<file path="src/rtl/serial_chunk_adder_pkg.sv">
// Shared types and helpers for the serial chunk adder controller.
// Optional signed-overflow flag is enabled with SERIAL_CHUNK_ADDER_OVF_EN.
package serial_chunk_adder_pkg;

    localparam int CW_DEFAULT = 12;

    typedef enum logic [1:0] {IDLE, RUN, DONE} state_t;

    // Chunk index width: clog2 of the chunk count, never narrower than one bit.
    function automatic int idx_width(input int n);
        return (n > 1) ? $clog2(n) : 1;
    endfunction

endpackage

</file>
<file path="src/rtl/serial_chunk_adder_ctrl.sv">
// Slices a wide operand pair into CW-bit chunks for an external ripple adder and reassembles the sum.
// Define SERIAL_CHUNK_ADDER_OVF_EN to add the registered signed-overflow output out_ovf.
module serial_chunk_adder_ctrl
    import serial_chunk_adder_pkg::*;
#(
    parameter int CW       = CW_DEFAULT,
    parameter int N_CHUNKS = 2
) (
    input  logic                   clk,
    input  logic                   rst,
    input  logic                   in_valid,
    output logic                   in_ready,
    input  logic [CW*N_CHUNKS-1:0] in_a,
    input  logic [CW*N_CHUNKS-1:0] in_b,
    input  logic                   in_ci,
    output logic [CW-1:0]          add_a,
    output logic [CW-1:0]          add_b,
    output logic                   add_ci,
    input  logic [CW-1:0]          add_sum,
    input  logic                   add_co,
    output logic                   out_valid,
    input  logic                   out_ready,
    output logic [CW*N_CHUNKS-1:0] out_sum,
    output logic                   out_co
`ifdef SERIAL_CHUNK_ADDER_OVF_EN
    ,
    output logic                   out_ovf
`endif
);

    localparam int W  = CW * N_CHUNKS;
    localparam int IW = idx_width(N_CHUNKS);
    localparam logic [IW-1:0] LAST_IDX = IW'(N_CHUNKS - 1);

    state_t          state;
    state_t          state_next;
    logic [W-1:0]    a_r;
    logic [W-1:0]    b_r;
    logic [W-1:0]    sum_r;
    logic            carry_r;
    logic [IW-1:0]   idx;
    logic            ready_en;
    logic            accept;
    logic            run_last;

    // ready_en keeps in_ready low while reset is held and opens it on the first edge after release.
    assign accept   = (state == IDLE) && in_valid && ready_en;
    assign run_last = (state == RUN) && (idx == LAST_IDX);
    assign out_sum  = sum_r;
    assign out_co   = carry_r;

    always_ff @(posedge clk or posedge rst) begin
        if (rst) begin
            state <= IDLE;
        end else begin
            state <= state_next;
        end
    end

    always_comb begin
        state_next = state;
        in_ready   = 1'b0;
        out_valid  = 1'b0;
        add_a      = '0;
        add_b      = '0;
        add_ci     = 1'b0;
        case (state)
            IDLE: begin
                in_ready = ready_en;
                if (accept) state_next = RUN;
            end
            RUN: begin
                add_a  = a_r[int'(idx)*CW +: CW];
                add_b  = b_r[int'(idx)*CW +: CW];
                add_ci = carry_r;
                if (run_last) state_next = DONE;
            end
            DONE: begin
                out_valid = 1'b1;
                if (out_ready) state_next = IDLE;
            end
            default: state_next = IDLE;
        endcase
    end

    // The adder is combinational, so each RUN edge captures the chunk sum and ripples its carry on.
    always_ff @(posedge clk or posedge rst) begin
        if (rst) begin
            a_r      <= '0;
            b_r      <= '0;
            sum_r    <= '0;
            carry_r  <= 1'b0;
            idx      <= '0;
            ready_en <= 1'b0;
`ifdef SERIAL_CHUNK_ADDER_OVF_EN
            out_ovf  <= 1'b0;
`endif
        end else begin
            ready_en <= 1'b1;
            if (accept) begin
                a_r     <= in_a;
                b_r     <= in_b;
                carry_r <= in_ci;
                idx     <= '0;
            end else if (state == RUN) begin
                sum_r[int'(idx)*CW +: CW] <= add_sum;
                carry_r                   <= add_co;
                if (!run_last) idx <= idx + 1'b1;
`ifdef SERIAL_CHUNK_ADDER_OVF_EN
                if (run_last) begin
                    out_ovf <= (a_r[W-1] == b_r[W-1]) && (add_sum[CW-1] != a_r[W-1]);
                end
`endif
            end
        end
    end

endmodule
</file>
<file path="config.mk">
export PLATFORM = sky130hd
export DESIGN_NAME = serial_chunk_adder_ctrl
export DESIGN_NICKNAME = d
export VERILOG_FILES = /design/src/rtl/serial_chunk_adder_pkg.sv /design/src/rtl/serial_chunk_adder_ctrl.sv
export SDC_FILE = /design/constraint.sdc
export NUM_CORES = 1
export LEC_CHECK = 0
export CORE_AREA = 2 2 82 104
export CTS_BUF_LIST = sky130_fd_sc_hd__clkbuf_2
export CTS_CLUSTER_SIZE = 20
export DETAILED_ROUTE_END_ITERATION = 10
export DIE_AREA = 0 0 84 106
export GPL_TIMING_DRIVEN = 0
export PLACE_DENSITY = 0.78
export SLEW_MARGIN = 30
export SYNTH_ARGS = -nofsm -noshare
export SYNTH_HDL_FRONTEND = slang
export SYNTH_SLANG_ARGS = --single-unit
export TNS_END_PERCENT = 20
</file>
<file path="constraint.sdc">
create_clock -name clk -period 3.3 [get_ports clk]
set_input_delay 0.495 -clock clk [delete_from_list [all_inputs] [get_ports clk]]
set_output_delay 0.495 -clock clk [all_outputs]
set_load 0.02 [all_outputs]
</file>
# [After elaboration in Yosys (flattened, before gate mapping)]
# Cells that the tools add are included.
[totals] inputBits=66 output_inout_bits=52 ff_bits=77
[classes] bitwise=1 muxes=15 n_addsub=2 shifts=4 reduce_logical=8 eq_ne=6 mul=1
[op_table] op="$shiftx A24 B32 Y12" n=2
[op_table] op="$neg A5 Y33" n=1
[op_table] op="$shift A12 B33 Y24 const A" n=1
[op_table] op="$shiftx A12 B33 Y24" n=1
[op_table] op="$bwmux W24" n=1
[op_table] op="$mux W12" n=2
[op_table] op="$mux W1" n=8
[op_table] op="$ne A2 B2 Y1 const B" n=4
[op_table] op="$mux W2" n=3
[op_table] op="$pmux W2 S3" n=1
[op_table] op="$reduce_and A2 Y1" n=2
[op_table] op="$logic_and A1 B1 Y1" n=3
[op_table] op="$mul A1 B2 Y3 const B" n=1
[op_table] op="$reduce_and A3 Y1" n=1
[op_table] op="$eq A2 B1 Y1 const B" n=1
[op_table] op="$eq A2 B2 Y1 const B" n=1
[op_table] op="$logic_not A2 Y1" n=1
[op_table] op="$reduce_bool A2 Y1" n=1
[op_table] op="$add A1 B1 Y1 const B" n=1
[op_table] op="$not A1 Y1" n=1

# [Depth between registers and ports, before layout]
# Gate-level depths: netlist of run 1.
[depth] depth_word=5 ltp_mapped=5 depth_no_buf=3

# [Worst setup path before layout of run 1]
# OpenSTA, ideal clock, no wires.
[synth_timing] path_kind="flip-flop to output port" from="register idx" to="output add_a[0]" slack_ns=1.597 path_stages_with_launch=5 arrival_time_ns=1.208 path_cell_list="dfrtp_1 > buf_2 > buf_2 > mux2i_1 > nor2_1"
[synth_between] elab_chain_cells=3
[synth_rtl] element="from (decl)" line_no="serial_chunk_adder_ctrl.sv:41" text="logic [IW-1:0] idx;"
[synth_rtl] element="from (signal assigned)" line_no="serial_chunk_adder_ctrl.sv:108" text="if (!run_last) idx <= idx + 1'b1;"
[synth_rtl] element="$mul A1 B2 Y3" line_no="serial_chunk_adder_ctrl.sv:73" text="add_a = a_r[int'(idx)*CW +: CW];"
[synth_rtl] element="$shiftx A24 B32 Y12" line_no="serial_chunk_adder_ctrl.sv:73"
[synth_rtl] element="$mux W12" line_no="serial_chunk_adder_ctrl.sv:67" text="case (state)"
[synth_rtl] element="to (decl)" line_no="serial_chunk_adder_ctrl.sv:16" text="output logic [CW-1:0] add_a,"
# Every way passes these cells.

# [Worst setup path after layout of run 1]
[layout_timing] from="register idx" to="output add_a[1]"
# Same word-level chain as after synthesis.

==> summary.txt, run 1 <==
Die
  – Starting Density: 43.6%
  – Die Area: 8900 sq um
  – Die X: 84 um
  – Die H: 106 um
  – Row count: 37
  – I/O pins: 118
  – Core area: 8010 sq um

Global route
  – M1 GR Usage: 21.5%
  – Number of global-route vias before repair: 2531
  – Remaining Overflow, GRT: 0
  – First-pass GRT wire length: 12600 um
  – GRT Util Overall: 18.2%
  – Largest net degree at the start of global routing: 48
  – GRT Max-Usage Layer: met2
  – Met2 Use GR: 30.8%
  – Grt met3 use: 6.52%
  – Initial antenna violation count: 1

Layout
  – Final nets: 424
  – Design Area, Final: 4950 sq um
  – Reg area: 1930 sq um
  – Area of the multi-input gates: 1400 sq um
  – Fillers: 643
  – Share of layout cells above drive strength 1: 27.5%
  – Area growth, synth to finish: 41.8%

Clocking
  – H-tree level count: 3
  – Post_cts resized: 0
  – Reg clk slew, reported paths: 0.21 ns
  – Clock sinks: 77
  – Num CTS Buffers: 9
  – # hold bufs at CTS: 0
  – Worst-case clock buffer depth: 2
  – Clock Tree Root: clkbuf_2
  – Post-CTS setup buffer count: 0
  – CTS tree: yes
  – Clk Latency, worst-skew pair: 0.50 ns

Timing
  – Max_slew headroom: 66.2%
  – Setup Skew: 0.0249 ns
  – Final worst-path cycle share: 86.8%
  – Final setup fails: 0
  – Final Hold Violating Endpoints: 0
  – Post-layout min period: 2.86 ns
  – Final Max Tran Viols: 0
  – RSZ-0062 raised after global routing: no
  – Worst Tran Pin Value: 0.507 ns
  – Fmax: 349 MHz

Synthesis
  – Synth top area share: 55.2%
  – Leading area contributor after synthesis: dfrtp_1
  – Count leader, synth: dfrtp_1
  – Library cells used by synthesis: 24
  – Seq/Total Area, Yosys: 55.2%
  – Area contributors post-synth: dfrtp_1, mux2_4, mux2_2
  – Post-synth ARST share: 100%
  – Synth Instances: 229
  – Syn_area_per_cell: 15.2 sq um
  – YS warnings: 0
  – Post-synth top flop: dfrtp_1
  – Syn_nets: 295
  – EDFF count, synth: 0
  – Post-Syn Area: 3490 sq um
  – Synth Register Bits: 77
  – Commonest cells in the netlist: dfrtp_1, mux2_4, mux2_2, nor2_1, mux2i_1

Pwr
  – Seq pwr share: 35.9%
  – Power per Cell Area: 943 nW/um^2
  – Final Power: 4.67 mW
  – Combinational share of power: 51.7%
  – Clock Power Share: 12.3%
  – Pleak: 2.18 nW
  – Internal: 3.05 mW
  – Sw frac: 34.7%
  – Worst ir drop on vdd: 0.538 mV
  – Psw: 1.62 mW

Detailed routing
  – Routed WL per cell: 16.4 um
  – Initial DRC count: 47
  – DRC: 0
  – DRT Wirelength: 7550 um
  – First drt pass iteration count: 4
  – Post-route ant nets: 0
  – Vias/cell: 4.93
  – Routed via count: 2274

Min path
  – Min-delay worst type: in2async

Worst setup path
  – Worst r2r src: state[0]
  – Worst setup path class: reg2out
  – Critical Path Start: idx
  – Worst EP arrival: 2.37 ns
  – CP required: 2.80 ns
  – CP Launch Type: flop
  – Crit-path max FO: 10
  – Crit. End Element: primary output

Placed design
  – IO buf count: 117
  – Placed cell area: 4810 sq um
  – DP HPWL: 5540 um
  – Global placement routability congestion: 0.781

Flow run
  – Max-cap violations: 0

Run status
  – Status: finished clean
final timing paths:
| kind | slack, ns | cells after the start | to |
|---|---|---|---|
| setup / recovery | 0.44 | 5 | add_a[1] |
| hold / removal | 0.31 | 2 | b_r[17] |
| min in group clk | 0.51 | 1 | a_r[11] |
| setup reg to reg | 1.73 | 4 | a_r[12] |
| max in group asynchronous | 2.41 | 3 | out_sum[3] |
| hold reg to reg | 0.51 | 1 | a_r[11] |
area by class of cell:
type	instances	share of cell area, %
Antenna cell	1	0.0505
Inverter	2	0.202
Multi-Input combinational cell	136	28.3
Buffer	14	3.13
Clock inverter	7	1.82
Sequential cell	77	38.9
Tap cell	97	2.45
Clock buffer	9	0.910
Timing Repair Buffer	118	24.2
routing by layer:
layer | vias to the layer above | wire length [um]
met5 | - | 0
li1 | 1049 | -
met4 | 0 | 89
met1 | 1151 | 3050
met2 | 68 | 3970
met3 | 6 | 444
logic make-up after synthesis:
kind of cell	Yosys count	share of synthesized area, %
compound gates	2	0.287
simple gates	36	5.05
mux	97	34.7
other cells	1	0.107
flops	77	55.2
buf+inv	16	4.66
power groups by stage:
stage | logic (mW) | clock network [mW] | registers [mW]
2_1_floorplan | 1.39 | 0 | 1.83
3_3_place_gp | 2.40 | 0 | 1.67
3_5_place_dp | 2.44 | 0 | 1.70
4_1_cts | 2.46 | 0.593 | 1.68
5_1_grt | 2.57 | 0.649 | 1.74
6_report | 2.42 | 0.576 | 1.68
registers in the layout, summed over array words and instances (netlist names):
register  flops
b_r          24
idx           1
state         2
a_r          24
ready_en      1
out_sum      24
out_co        1
through the flow:
step / util (%) / setup TNS (ns) / hold WS, ns / cells / setup slack, ns
floorplan: - / 0 / 0.457 / 229 / 0.838
global placement: 59.7 / -28.53 / 0.469 / 443 / -0.376
detailed placement: 60.1 / 0 / 0.474 / 444 / 0.964
CTS: 61.8 / 0 / 0.284 / 460 / 0.352
global route: 61.8 / 0 / 0.254 / 461 / 0.186
finish: 61.8 / 0 / 0.314 / 461 / 0.436
cells in the final DEF, fill, tap and decap left out, types with 3 or more instances in the layout:
| cell type | count |
|---|---|
| clkdlybuf4s50_1 | 117 |
| dfrtp_1 | 77 |
| mux2_4 | 40 |
| mux2_2 | 26 |
| nor2_1 | 26 |
| mux2i_1 | 25 |
| clkbuf_2 | 9 |
| mux2_1 | 6 |
| buf_12 | 4 |
| buf_2 | 3 |
critical path, cell delays in order (launching register included):
cell and delay, ns:
dfrtp_1 0.36, buf_2 0.26, buf_2 0.39, mux2i_1 0.24, nor2_1 0.06, clkdlybuf4s50_1 0.57
Note: power is estimated with default switching activity, not from simulation.
==> run 2, diff against run 1 <==
==> constraint.sdc (replaced) <==
create_clock -name clk -period 3.3 [get_ports clk]
set_input_delay 0.66 -clock clk [delete_from_list [all_inputs] [get_ports clk]]
set_output_delay 0.66 -clock clk [all_outputs]
set_load 0.02 [all_outputs]
==> results of run 2 <==
The final DEF is identical to that of run 1. Status: finished clean.
Among the figures that moved: setup slack after placement 0.964 ns -> 0.799 ns; setup slack after layout 0.436 ns -> 0.271 ns; hold slack 0.314 ns -> 0.479 ns
